[config.mk]
export PLATFORM = sky130hd
export DESIGN_NAME = dram_arbiter
export DESIGN_NICKNAME = d
export VERILOG_FILES = /design/src/rtl/dram_arbiter.sv
export SDC_FILE = /design/constraint.sdc
export NUM_CORES = 1
export LEC_CHECK = 0
export ABC_AREA = 1
export CORE_AREA = 2 2 239 241
export DETAILED_ROUTE_END_ITERATION = 6
export DIE_AREA = 0 0 241 243
export PLACE_DENSITY_LB_ADDON = 0.05
export SYNTH_ARGS = -nofsm -noshare
export SYNTH_HDL_FRONTEND = slang
export SYNTH_SLANG_ARGS = --single-unit
[constraint.sdc]
create_clock -name clk -period 4.05 [get_ports clk]
set_clock_uncertainty 0.2 [all_clocks]
set_input_delay 1.215 -clock clk [delete_from_list [all_inputs] [get_ports clk]]
set_output_delay 1.215 -clock clk [all_outputs]
set_load 0.01 [all_outputs]
[src/rtl/dram_arbiter.sv]
// Shares the DDR controller app port between the sample write path and host readback.
// Writes have priority; a streak limit forces a pending read through after MAX_WR_STREAK writes.
module dram_arbiter #(
  parameter int MEM_IF_WIDTH  = 128,
  parameter int ADX_WIDTH     = 27,
  parameter int MAX_WR_STREAK = 8
) (
  input  logic                    clk,
  input  logic                    resetn,
  input  logic                    wr_req,
  input  logic [MEM_IF_WIDTH-1:0] wr_data,
  input  logic [ADX_WIDTH-1:0]    wr_adx,
  output logic                    wr_allowed,
  input  logic                    rd_req,
  input  logic [ADX_WIDTH-1:0]    rd_adx,
  output logic [MEM_IF_WIDTH-1:0] rd_data,
  output logic                    rd_valid,
  output logic                    app_en,
  output logic [2:0]              app_cmd,
  output logic [ADX_WIDTH-1:0]    app_addr,
  input  logic                    app_rdy,
  output logic [MEM_IF_WIDTH-1:0] app_wdf_data,
  output logic                    app_wdf_wren,
  output logic                    app_wdf_end,
  input  logic                    app_wdf_rdy,
  input  logic [MEM_IF_WIDTH-1:0] app_rd_data,
  input  logic                    app_rd_data_valid
);
  localparam int SW = $clog2(MAX_WR_STREAK + 1);

  typedef enum logic [1:0] {IDLE, WR, RD_CMD, RD_WAIT} state_t;

  state_t                  state;
  logic                    hold_valid;
  logic [MEM_IF_WIDTH-1:0] hold_data;
  logic [ADX_WIDTH-1:0]    hold_adx;
  logic [SW-1:0]           streak;
  logic                    cmd_done, data_done;
  logic                    wr_take, streak_ok, cmd_ok, data_ok, wr_done, hold_next;

  always_comb begin
    wr_take   = wr_req & wr_allowed;
    streak_ok = (streak < SW'(MAX_WR_STREAK));
    cmd_ok    = cmd_done | (app_en & app_rdy);
    data_ok   = data_done | (app_wdf_wren & app_wdf_rdy);
    wr_done   = (state == WR) & cmd_ok & data_ok;
    hold_next = wr_take | (hold_valid & ~wr_done);
  end

  // wr_allowed tracks the next-cycle occupancy so a second write can never slip in
  always_ff @(posedge clk or negedge resetn) begin
    if (!resetn) begin
      hold_valid <= 1'b0;
      hold_data  <= '0;
      hold_adx   <= '0;
      wr_allowed <= 1'b0;
    end else begin
      hold_valid <= hold_next;
      wr_allowed <= ~hold_next;
      if (wr_take) begin
        hold_data <= wr_data;
        hold_adx  <= wr_adx;
      end
    end
  end

  always_ff @(posedge clk or negedge resetn) begin
    if (!resetn) begin
      state        <= IDLE;
      streak       <= '0;
      cmd_done     <= 1'b0;
      data_done    <= 1'b0;
      app_en       <= 1'b0;
      app_cmd      <= 3'b000;
      app_addr     <= '0;
      app_wdf_wren <= 1'b0;
      app_wdf_end  <= 1'b0;
      app_wdf_data <= '0;
      rd_valid     <= 1'b0;
      rd_data      <= '0;
    end else begin
      rd_valid <= 1'b0;
      case (state)
        IDLE: begin
          if (hold_valid && (!rd_req || streak_ok)) begin
            state        <= WR;
            app_en       <= 1'b1;
            app_cmd      <= 3'b000;
            app_addr     <= hold_adx;
            app_wdf_wren <= 1'b1;
            app_wdf_end  <= 1'b1;
            app_wdf_data <= hold_data;
            cmd_done     <= 1'b0;
            data_done    <= 1'b0;
            streak       <= rd_req ? streak + 1'b1 : '0;
          // a write landing in the holding register this cycle still wins the next decision
          end else if (rd_req && !(wr_take && streak_ok)) begin
            state    <= RD_CMD;
            app_en   <= 1'b1;
            app_cmd  <= 3'b001;
            app_addr <= rd_adx;
          end
        end
        WR: begin
          if (app_en && app_rdy) begin
            app_en   <= 1'b0;
            app_addr <= '0;
            cmd_done <= 1'b1;
          end
          if (app_wdf_wren && app_wdf_rdy) begin
            app_wdf_wren <= 1'b0;
            app_wdf_end  <= 1'b0;
            app_wdf_data <= '0;
            data_done    <= 1'b1;
          end
          if (wr_done) state <= IDLE;
        end
        RD_CMD: begin
          if (app_rdy) begin
            app_en   <= 1'b0;
            app_cmd  <= 3'b000;
            app_addr <= '0;
            streak   <= '0;
            state    <= RD_WAIT;
          end
        end
        RD_WAIT: begin
          // stay here through the rd_valid cycle so a still-high rd_req is not re-issued
          if (rd_valid) state <= IDLE;
          else if (app_rd_data_valid) begin
            rd_data  <= app_rd_data;
            rd_valid <= 1'b1;
          end
        end
        default: state <= IDLE;
      endcase
    end
  end
endmodule

==> results of run 1 <==
[synthesized netlist by cell type]
cell type	number	area [um2]
sky130_fd_sc_hd__nor3_1	1	5.00
sky130_fd_sc_hd__o21ai_0	43	215
sky130_fd_sc_hd__buf_4	11	82.6
sky130_fd_sc_hd__nand3_1	61	305
sky130_fd_sc_hd__buf_2	30	150
sky130_fd_sc_hd__ha_1	6	75.1
sky130_fd_sc_hd__nor2_4	1	11.3
sky130_fd_sc_hd__nand4_1	1	6.26
sky130_fd_sc_hd__inv_2	1	3.75
sky130_fd_sc_hd__clkbuf_1	39	146
sky130_fd_sc_hd__buf_1	5	18.8
sky130_fd_sc_hd__o21ai_1	92	460
sky130_fd_sc_hd__dfrtp_1	452	11300
sky130_fd_sc_hd__nor2_8	1	20.0
sky130_fd_sc_hd__nand2_2	2	12.5
sky130_fd_sc_hd__nand2_8	1	20.0
sky130_fd_sc_hd__inv_1	16	60.1
sky130_fd_sc_hd__nand3_4	1	17.5
sky130_fd_sc_hd__mux2_2	155	1750
sky130_fd_sc_hd__buf_6	25	282
sky130_fd_sc_hd__nor2_1	6	22.5
sky130_fd_sc_hd__a21oi_4	1	16.3
sky130_fd_sc_hd__nand2_4	1	11.3
sky130_fd_sc_hd__a21oi_1	28	140
sky130_fd_sc_hd__nand3b_1	1	7.51
sky130_fd_sc_hd__conb_1	1	3.75
sky130_fd_sc_hd__nand2_1	758	2850
[layer usage]
metal	up-vias	track usage [%]	routed length (um)	share of wire (%)
met3	91	7.20	4940	8.2
met2	394	33.1	29100	48
met4	14	6.37	1560	2.6
met5	-	0	93	0.15
li1	6751	-	-	-
met1	6721	25.2	24800	41
[final cells by class]
type	count	area, um2
clock buffer	82	1590
fill	5372	29500
sequential	452	11300
antenna	10	25.0
tap	756	946
clock inverter	13	109
timing repair buffer	630	6420
inverter	17	67.6
multi-input combinational	1162	5960
[power groups by stage]
stage | clock (mW) | sequential [mW] | combinational, mW
6_report | 4.64 | 7.72 | 8.82
5_1_grt | 5.00 | 7.98 | 9.75
4_1_cts | 4.81 | 7.73 | 9.00
3_5_place_dp | 0 | 7.77 | 8.98
3_3_place_gp | 0 | 7.72 | 8.87
2_1_floorplan | 0 | 8.14 | 4.54
[placed cells by master, fill, tap and decap left out, types with 11 or more instances in the layout]
master | synthesis | routed
sky130_fd_sc_hd__clkbuf_16 | 0 | 53
sky130_fd_sc_hd__a21oi_1 | 28 | 28
sky130_fd_sc_hd__o21ai_0 | 43 | 43
sky130_fd_sc_hd__buf_12 | 0 | 14
sky130_fd_sc_hd__dfrtp_1 | 452 | 452
sky130_fd_sc_hd__buf_4 | 11 | 11
sky130_fd_sc_hd__mux2_2 | 155 | 155
sky130_fd_sc_hd__clkbuf_1 | 39 | 14
sky130_fd_sc_hd__nand2_1 | 758 | 756
sky130_fd_sc_hd__clkdlybuf4s50_1 | 0 | 604
sky130_fd_sc_hd__clkbuf_8 | 0 | 15
sky130_fd_sc_hd__nand3_1 | 61 | 61
sky130_fd_sc_hd__inv_1 | 16 | 15
sky130_fd_sc_hd__o21ai_1 | 92 | 92
[cell families after synthesis]
family                   synth area share, %
multiplexers                            9.70
flip-flops                              62.9
adder cells (fa/ha/maj)                0.417
AND/OR/NAND/NOR                         18.3
AO/OA/AOI/OAI                           4.62
buffers and inverters                   4.13
other                                 0.0208
[per-stage QoR]
stage	instances	hold WS, ns
after CTS	3112	0.273
final	3122	0.270
after global placement	3017	0.261
after detailed placement	3017	0.259
after floorplan	1741	0.253
after global routing	3117	0.287
[sequential cells by signal (all words and copies together), names as in the netlist, 2 cells and up]
signal	flops
rd_data	128
state	2
hold_data	128
streak	4
hold_adx	27
app_addr	27
app_wdf_data	128
[worst max-delay path by stage]
stage	cells after the start	from	slack, ns	to
floorplan	4	wr_req	1.62	hold_adx[0]$_DFFE_PN0N_
global placement	8	rd_req	0.64	app_wdf_data[67]$_DFFE_PN0P_
detailed placement	8	rd_req	0.60	app_wdf_data[112]$_DFFE_PN0P_
CTS	1	app_addr[26]$_DFFE_PN0P_	0.93	app_addr[26]
global route	1	app_addr[26]$_DFFE_PN0P_	0.91	app_addr[26]
finish	1	app_addr[19]$_DFFE_PN0P_	0.99	app_addr[19]
==> report_table.html, run 1 <==
<table>
<tr><th>Metric</th><th>Value</th></tr>
<tr><th colspan="2">Routing</th></tr>
<tr><td>Number of routed nets with antenna violations</td><td>0</td></tr>
<tr><td>Via-per-instance ratio</td><td>around 4.5</td></tr>
<tr><td>Routed via count</td><td>13971</td></tr>
<tr><td>Detailed Route Iter0 Violations</td><td>a little under 700</td></tr>
<tr><td>Average detailed-routed wire length per instance</td><td>19.4 um</td></tr>
<tr><td>Total Wirelength</td><td>60.5 mm</td></tr>
<tr><td>Residual DRC</td><td>0</td></tr>
<tr><td>Pre-antenna DRT Iters</td><td>4</td></tr>
<tr><th colspan="2">Power and ir drop</th></tr>
<tr><td>Cell internal power dissipation</td><td>13.7 mW</td></tr>
<tr><td>Fraction of power consumed by the clock network</td><td>21.9%</td></tr>
<tr><td>Sw Share</td><td>35.4%</td></tr>
<tr><td>Leakage power total</td><td>12.1 nW</td></tr>
<tr><td>Combinational cell fraction of total power</td><td>41.6%</td></tr>
<tr><td>Maximum vdd drop</td><td>roughly 430 uV</td></tr>
<tr><td>Overall Power</td><td>21.2 mW</td></tr>
<tr><td>Seq pwr share</td><td>36.5%</td></tr>
<tr><td>Power density over the cells</td><td>roughly 800 nW/um2</td></tr>
<tr><td>Switching power of the nets</td><td>7.49 mW</td></tr>
<tr><th colspan="2">Logic synthesis</th></tr>
<tr><td>Cell area after technology mapping</td><td>approximately 18000 um2</td></tr>
<tr><td>Yosys cell types</td><td>27</td></tr>
<tr><td>Share of synthesized area occupied by flip-flops and latches</td><td>a little over three fifths</td></tr>
<tr><td>Post-synthesis cell count</td><td>1740</td></tr>
<tr><td>Avg Cell Area, Syn</td><td>10.3 um2</td></tr>
<tr><td>Flip-flop and latch count after synthesis</td><td>452</td></tr>
<tr><td>Synthesis warning total</td><td>0</td></tr>
<tr><th colspan="2">Min path</th></tr>
<tr><td>Worst hold path endpoint</td><td>app_addr[4]$_DFFE_PN0P_</td></tr>
<tr><td>Count of cells along the worst hold path</td><td>2</td></tr>
<tr><td>Class of the most critical hold timing path</td><td>reg2reg</td></tr>
<tr><td>Beginning of the worst hold path</td><td>app_addr[4]$_DFFE_PN0P_</td></tr>
<tr><th colspan="2">Finish</th></tr>
<tr><td>Layout overhead on the synthesized area</td><td>46.9%</td></tr>
<tr><td>Share of cells above drive strength 1</td><td>about an eighth</td></tr>
<tr><td>Number of nets at the end of the flow</td><td>2638</td></tr>
<tr><td>Final design area excluding fillers</td><td>26400 um2</td></tr>
<tr><td>Post-route core utilization</td><td>47.2%</td></tr>
<tr><th colspan="2">Floorplanning</th></tr>
<tr><td>Die Span Y</td><td>243 um</td></tr>
<tr><td>Number of core rows</td><td>87</td></tr>
<tr><td>Total core area</td><td>roughly 56000 um2</td></tr>
<tr><td>Full die area</td><td>about 60000 um2</td></tr>
<tr><td>Initial Util</td><td>32.2%</td></tr>
<tr><td>DIE WIDTH</td><td>approximately 240 um</td></tr>
<tr><td>Top-level I/O count</td><td>just over 600</td></tr>
<tr><th colspan="2">Place</th></tr>
<tr><td>Port buffer count</td><td>605</td></tr>
<tr><td>Placer's final routability congestion estimate</td><td>0.781</td></tr>
<tr><td>Area after detailed placement</td><td>24700 um2</td></tr>
<tr><td>HPWL Detailed</td><td>42.9 mm</td></tr>
<tr><td>Dpl ws</td><td>0.601 ns</td></tr>
<tr><th colspan="2">Timing</th></tr>
<tr><td>Relative slew margins</td><td>30.2%</td></tr>
<tr><td>Achievable frequency</td><td>0.327 GHz</td></tr>
<tr><td>Summed negative setup slack over all endpoints</td><td>0 ns</td></tr>
<tr><td>Slack of the critical path</td><td>between 0.9 and 1 ns</td></tr>
<tr><td>Final Cycle Share</td><td>75.6%</td></tr>
<tr><td>Actual transition at the worst max-transition pin</td><td>1.05 ns</td></tr>
<tr><td>Clock period minus final worst setup slack</td><td>3.06 ns</td></tr>
<tr><td>Fin. Hold Viols</td><td>0</td></tr>
<tr><td>Final setup violation count</td><td>0</td></tr>
<tr><td>Slew Viols, Final</td><td>0</td></tr>
<tr><td>Setup repair after global routing missed its margin</td><td>false</td></tr>
<tr><th colspan="2">CTS</th></tr>
<tr><td>Clock tree from TritonCTS</td><td>built</td></tr>
<tr><td>Maximum clock insertion buffer count</td><td>3</td></tr>
<tr><td>Number of levels in the clock H-tree</td><td>2</td></tr>
<tr><td>Clock-pin slew reported for the worst setup and hold paths after clock tree synthesis</td><td>0.06 ns</td></tr>
<tr><td>TritonCTS Sinks</td><td>452</td></tr>
<tr><td>Cts repair resizes</td><td>0</td></tr>
<tr><td>Number of hold-repair buffers added at the cts stage</td><td>0</td></tr>
<tr><td>Insertion delay of the later-clocked pin in the worst-skew pair</td><td>between 0.5 and 0.6 ns</td></tr>
<tr><td>Clock Tree Root</td><td>sky130_fd_sc_hd__clkbuf_16</td></tr>
<tr><td>Clock buffers created by TritonCTS</td><td>52</td></tr>
<tr><td>Post-CTS Setup Bufs</td><td>0</td></tr>
<tr><th colspan="2">Global route</th></tr>
<tr><td>Largest net degree at the start of global routing</td><td>132</td></tr>
<tr><td>Sum of overflow across all layers after global routing</td><td>0</td></tr>
<tr><td>Overall routing resource usage</td><td>20.4%</td></tr>
<tr><td>First-pass GRT wire length</td><td>about 90 mm</td></tr>
<tr><td>Number of antenna violations at the first check in global routing</td><td>18</td></tr>
<tr><td>Via count of the first global-routing pass</td><td>14178</td></tr>
<tr><th colspan="2">Worst setup path</th></tr>
<tr><td>Start-to-end type of the worst setup path</td><td>reg2out</td></tr>
<tr><td>Worst setup slack for register-to-register paths</td><td>1.56 ns</td></tr>
<tr><td>Critical path, cell by cell</td><td>clkdlybuf4s50_1</td></tr>
<tr><td>Critical path peak fanout</td><td>2</td></tr>
<tr><td>Worst Path Arrival</td><td>1.65 ns</td></tr>
<tr><td>Startpoint types</td><td>flop</td></tr>
<tr><td>Startpoint of the most critical register-to-register path</td><td>state[0]$_DFFE_PN0P_</td></tr>
<tr><td>Critical Path RT</td><td>2.63 ns</td></tr>
<tr><td>Category of cells accounting for the largest share of critical-path delay</td><td>buffers and inverters</td></tr>
<tr><td>Worst-path cell with the longest stage delay</td><td>sky130_fd_sc_hd__clkdlybuf4s50_1</td></tr>
<tr><td>Maximum single-stage delay on the critical path</td><td>0.69 ns</td></tr>
<tr><td>Crit path buffers/inverters</td><td>1</td></tr>
<tr><td>Critical path endpoint category</td><td>output pin</td></tr>
<tr><td>Worst r2r dst</td><td>rd_data[29]$_DFFE_PN0P_</td></tr>
<tr><td>Count of cells along the worst register-to-register path</td><td>8</td></tr>
<tr><th colspan="2">Outcome</th></tr>
<tr><td>Outcome</td><td>completed</td></tr>
<tr><th colspan="2">Job</th></tr>
<tr><td>Maximum Capacitance Violations</td><td>0</td></tr>
</table>
Note: power is estimated with default switching activity, not from simulation.
==> inputs of run 2 (changes only) <==
CORE_AREA = 2 2 240 242   (was 2 2 239 241)
DIE_AREA = 0 0 242 244   (was 0 0 241 243)
clock period = 2.84 ns   (was 4.05 ns; I/O delays follow)
==> run 2 against run 1 <==
  * Sequential share of layout area decreased by 0.63 points
  * Setup slack got worse by 0.85 ns
  * Via count increased by 0.46%
  * Routed wire length increased by 2.8%
  * Critical path type unchanged
  * First-iteration DRC count increased by 0.58%
  * Global-route usage increased by 0.43 points
==> report_table.html, run 2 (synthesized netlist as in run 1, its figures left out) <==
<table>
<tr><th>Metric</th><th>Value</th></tr>
<tr><th colspan="2">Outcome</th></tr>
<tr><td>Outcome</td><td>completed</td></tr>
<tr><th colspan="2">Power and ir drop</th></tr>
<tr><td>Overall Power</td><td>about 30 mW</td></tr>
<tr><td>Switching power of the nets</td><td>10.8 mW</td></tr>
<tr><td>Sw Share</td><td>35.1%</td></tr>
<tr><td>Fraction of power consumed by the clock network</td><td>22.1%</td></tr>
<tr><td>Maximum vdd drop</td><td>626 uV</td></tr>
<tr><td>Power density over the cells</td><td>approximately 1200 nW/um2</td></tr>
<tr><td>Combinational cell fraction of total power</td><td>between 40% and 50%</td></tr>
<tr><td>Seq pwr share</td><td>35.8%</td></tr>
<tr><td>Leakage power total</td><td>12.3 nW</td></tr>
<tr><td>Cell internal power dissipation</td><td>20.1 mW</td></tr>
<tr><th colspan="2">Finish</th></tr>
<tr><td>Number of nets at the end of the flow</td><td>2665</td></tr>
<tr><td>Layout overhead on the synthesized area</td><td>49.1%</td></tr>
<tr><td>Non-filler cells, final</td><td>3154</td></tr>
<tr><td>Most frequent cells in the layout</td><td>sky130_fd_sc_hd__nand2_1 (756), sky130_fd_sc_hd__clkdlybuf4s50_1 (603), sky130_fd_sc_hd__dfrtp_1 (452)</td></tr>
<tr><td>Largest registers ranked by flip-flop count</td><td>app_wdf_data x128, hold_data x128, rd_data x128</td></tr>
<tr><td>Commonest non-fill, non-tap cell in the layout</td><td>sky130_fd_sc_hd__nand2_1</td></tr>
<tr><td>Share of cells above drive strength 1</td><td>12.5%</td></tr>
<tr><th colspan="2">CTS</th></tr>
<tr><td>Clock tree from TritonCTS</td><td>built</td></tr>
<tr><td>Insertion delay of the later-clocked pin in the worst-skew pair</td><td>0.60 ns</td></tr>
<tr><td>Maximum clock insertion buffer count</td><td>3</td></tr>
<tr><td>TritonCTS Sinks</td><td>about 450</td></tr>
<tr><td>Clock-pin slew reported for the worst setup and hold paths after clock tree synthesis</td><td>0.06 ns</td></tr>
<tr><td>Number of levels in the clock H-tree</td><td>2</td></tr>
<tr><td>Clock Tree Root</td><td>sky130_fd_sc_hd__clkbuf_16</td></tr>
<tr><td>Clock buffers created by TritonCTS</td><td>53</td></tr>
<tr><th colspan="2">Timing</th></tr>
<tr><td>Setup repair after global routing missed its margin</td><td>false</td></tr>
<tr><td>Clock period minus final worst setup slack</td><td>about 2.7 ns</td></tr>
<tr><td>Slew Viols, Final</td><td>0</td></tr>
<tr><td>Summed negative setup slack over all endpoints</td><td>0 ns</td></tr>
<tr><td>Final Cycle Share</td><td>approximately 95%</td></tr>
<tr><td>Fin. Hold Viols</td><td>0</td></tr>
<tr><td>Achievable frequency</td><td>around 0.37 GHz</td></tr>
<tr><td>Slack of the critical path</td><td>0.142 ns</td></tr>
<tr><td>Actual transition at the worst max-transition pin</td><td>~0.62 ns</td></tr>
<tr><td>Relative slew margins</td><td>between 50% and 60%</td></tr>
<tr><td>Final setup violation count</td><td>0</td></tr>
<tr><th colspan="2">Routing</th></tr>
<tr><td>Total Wirelength</td><td>62.2 mm</td></tr>
<tr><td>Average detailed-routed wire length per instance</td><td>19.7 um</td></tr>
<tr><td>Detailed Route Iter0 Violations</td><td>690</td></tr>
<tr><td>Routed via count</td><td>14035</td></tr>
<tr><td>Number of routed nets with antenna violations</td><td>0</td></tr>
<tr><td>Pre-antenna DRT Iters</td><td>4</td></tr>
<tr><td>Residual DRC</td><td>0</td></tr>
<tr><td>Via-per-instance ratio</td><td>4.45</td></tr>
<tr><th colspan="2">Worst setup path</th></tr>
<tr><td>Maximum single-stage delay on the critical path</td><td>0.69 ns</td></tr>
<tr><td>Crit path buffers/inverters</td><td>1</td></tr>
<tr><td>Start-to-end type of the worst setup path</td><td>reg2out</td></tr>
<tr><td>Worst-path cell with the longest stage delay</td><td>sky130_fd_sc_hd__clkdlybuf4s50_1</td></tr>
<tr><td>Critical path, cell by cell</td><td>clkdlybuf4s50_1</td></tr>
<tr><td>Critical path endpoint category</td><td>output pin</td></tr>
<tr><td>Category of cells accounting for the largest share of critical-path delay</td><td>buffers and inverters</td></tr>
<tr><td>Critical path peak fanout</td><td>2</td></tr>
<tr><td>Critical Path RT</td><td>1.79 ns</td></tr>
<tr><td>Worst Path Arrival</td><td>1.65 ns</td></tr>
<tr><td>Startpoint types</td><td>flop</td></tr>
<tr><th colspan="2">Floorplanning</th></tr>
<tr><td>DIE WIDTH</td><td>242 um</td></tr>
<tr><td>Total core area</td><td>56200 um2</td></tr>
<tr><td>Top-level I/O count</td><td>608</td></tr>
<tr><td>Number of core rows</td><td>87</td></tr>
<tr><td>Die Span Y</td><td>244 um</td></tr>
<tr><td>Full die area</td><td>between 50000 and 60000 um2</td></tr>
<tr><td>Initial Util</td><td>32.0%</td></tr>
<tr><th colspan="2">Min path</th></tr>
<tr><td>Class of the most critical hold timing path</td><td>reg2reg</td></tr>
<tr><th colspan="2">Place</th></tr>
<tr><td>HPWL Detailed</td><td>45.4 mm</td></tr>
<tr><td>Port buffer count</td><td>605</td></tr>
<tr><td>Count of placed standard cells including taps</td><td>3042</td></tr>
<tr><td>Dpl ws</td><td>0.193 ns</td></tr>
<tr><td>Placer's final routability congestion estimate</td><td>between 0.8 and 0.9</td></tr>
<tr><th colspan="2">Global route</th></tr>
<tr><td>Largest net degree at the start of global routing</td><td>129</td></tr>
<tr><td>Sum of overflow across all layers after global routing</td><td>0</td></tr>
<tr><td>Number of antenna violations at the first check in global routing</td><td>19</td></tr>
<tr><td>First-pass GRT wire length</td><td>roughly 93 mm</td></tr>
<tr><td>Overall routing resource usage</td><td>20.8%</td></tr>
<tr><td>Via count of the first global-routing pass</td><td>14356</td></tr>
<tr><th colspan="2">Job</th></tr>
<tr><td>Maximum Capacitance Violations</td><td>0</td></tr>
</table>
run 2: path summary, 6_finish.rpt:
check	cells past startpoint	endpoint	start	slack [ns]
min in group asynchronous	2	hold_data[58]$_DFFE_PN0N_	resetn	0.58
worst min register to register	2	app_addr[9]$_DFFE_PN0P_	app_addr[9]$_DFFE_PN0P_	0.27
worst min-delay path	2	app_addr[9]$_DFFE_PN0P_	app_addr[9]$_DFFE_PN0P_	0.27
worst max register to register	6	app_wdf_data[98]$_DFFE_PN0P_	state[1]$_DFFE_PN0P_	0.57
worst max-delay path	1	app_addr[16]	app_addr[16]$_DFFE_PN0P_	0.14
max in group asynchronous	3	app_wdf_data[120]$_DFFE_PN0P_	resetn	1.12
run 2: power groups by stage:
stage | clock network, mW | logic [mW] | registers, mW
after floorplan | 0 | 6.48 | 11.6
after global placement | 0 | 13.1 | 11.0
after detailed placement | 0 | 13.2 | 11.1
after CTS | 7.07 | 13.3 | 11.1
after global routing | 7.36 | 14.4 | 11.4
final | 6.84 | 13.0 | 11.1
run 2: metrics by stage:
step	util [%]	hold slack [ns]	area, um2
2_1_floorplan	-	0.253	18000
3_3_place_gp	44.5	0.258	25000
3_5_place_dp	44.5	0.263	25000
4_1_cts	47.7	0.277	26800
5_1_grt	47.7	0.296	26800
6_report	47.8	0.270	26800
run 2: worst register-to-register path: stages (launching register included):
cell and delay [ns]:
sky130_fd_sc_hd__dfrtp_1 0.42, sky130_fd_sc_hd__inv_1 0.09, sky130_fd_sc_hd__ha_1 0.31, sky130_fd_sc_hd__inv_4 0.28, sky130_fd_sc_hd__buf_12 0.45, sky130_fd_sc_hd__nand2_1 0.26, sky130_fd_sc_hd__o21ai_1 0.16
run 2: layer usage:
| layer | part of all wire [%] | vias up | GRT usage (%) |
|---|---|---|---|
| met4 | 2.8 | 16 | 7.23 |
| met5 | 0.18 | - | 0 |
| met2 | 48 | 387 | 33.6 |
| met1 | 41 | 6730 | 25.8 |
| met3 | 7.9 | 96 | 7.39 |
| li1 | - | 6806 | - |
run 2: what timing repair did:
| item | in CTS | in global routing |
|---|---|---|
| hold buffers | 1 | 0 |
| gates resized for setup | 1 | 0 |
| hold endpoints to repair | 29 | 0 |
| setup endpoints to repair | 1 | 0 |
| buffers inserted | 0 | 0 |
run 2: layout make-up:
type,instances,area [um2]
fill,5313,29300
sequential,452,11300
timing repair buffer,656,6750
multi-input combinational,1162,5960
clock buffer,89,1660
tap,756,946
clock inverter,9,98.8
inverter,17,67.6
antenna,13,32.5
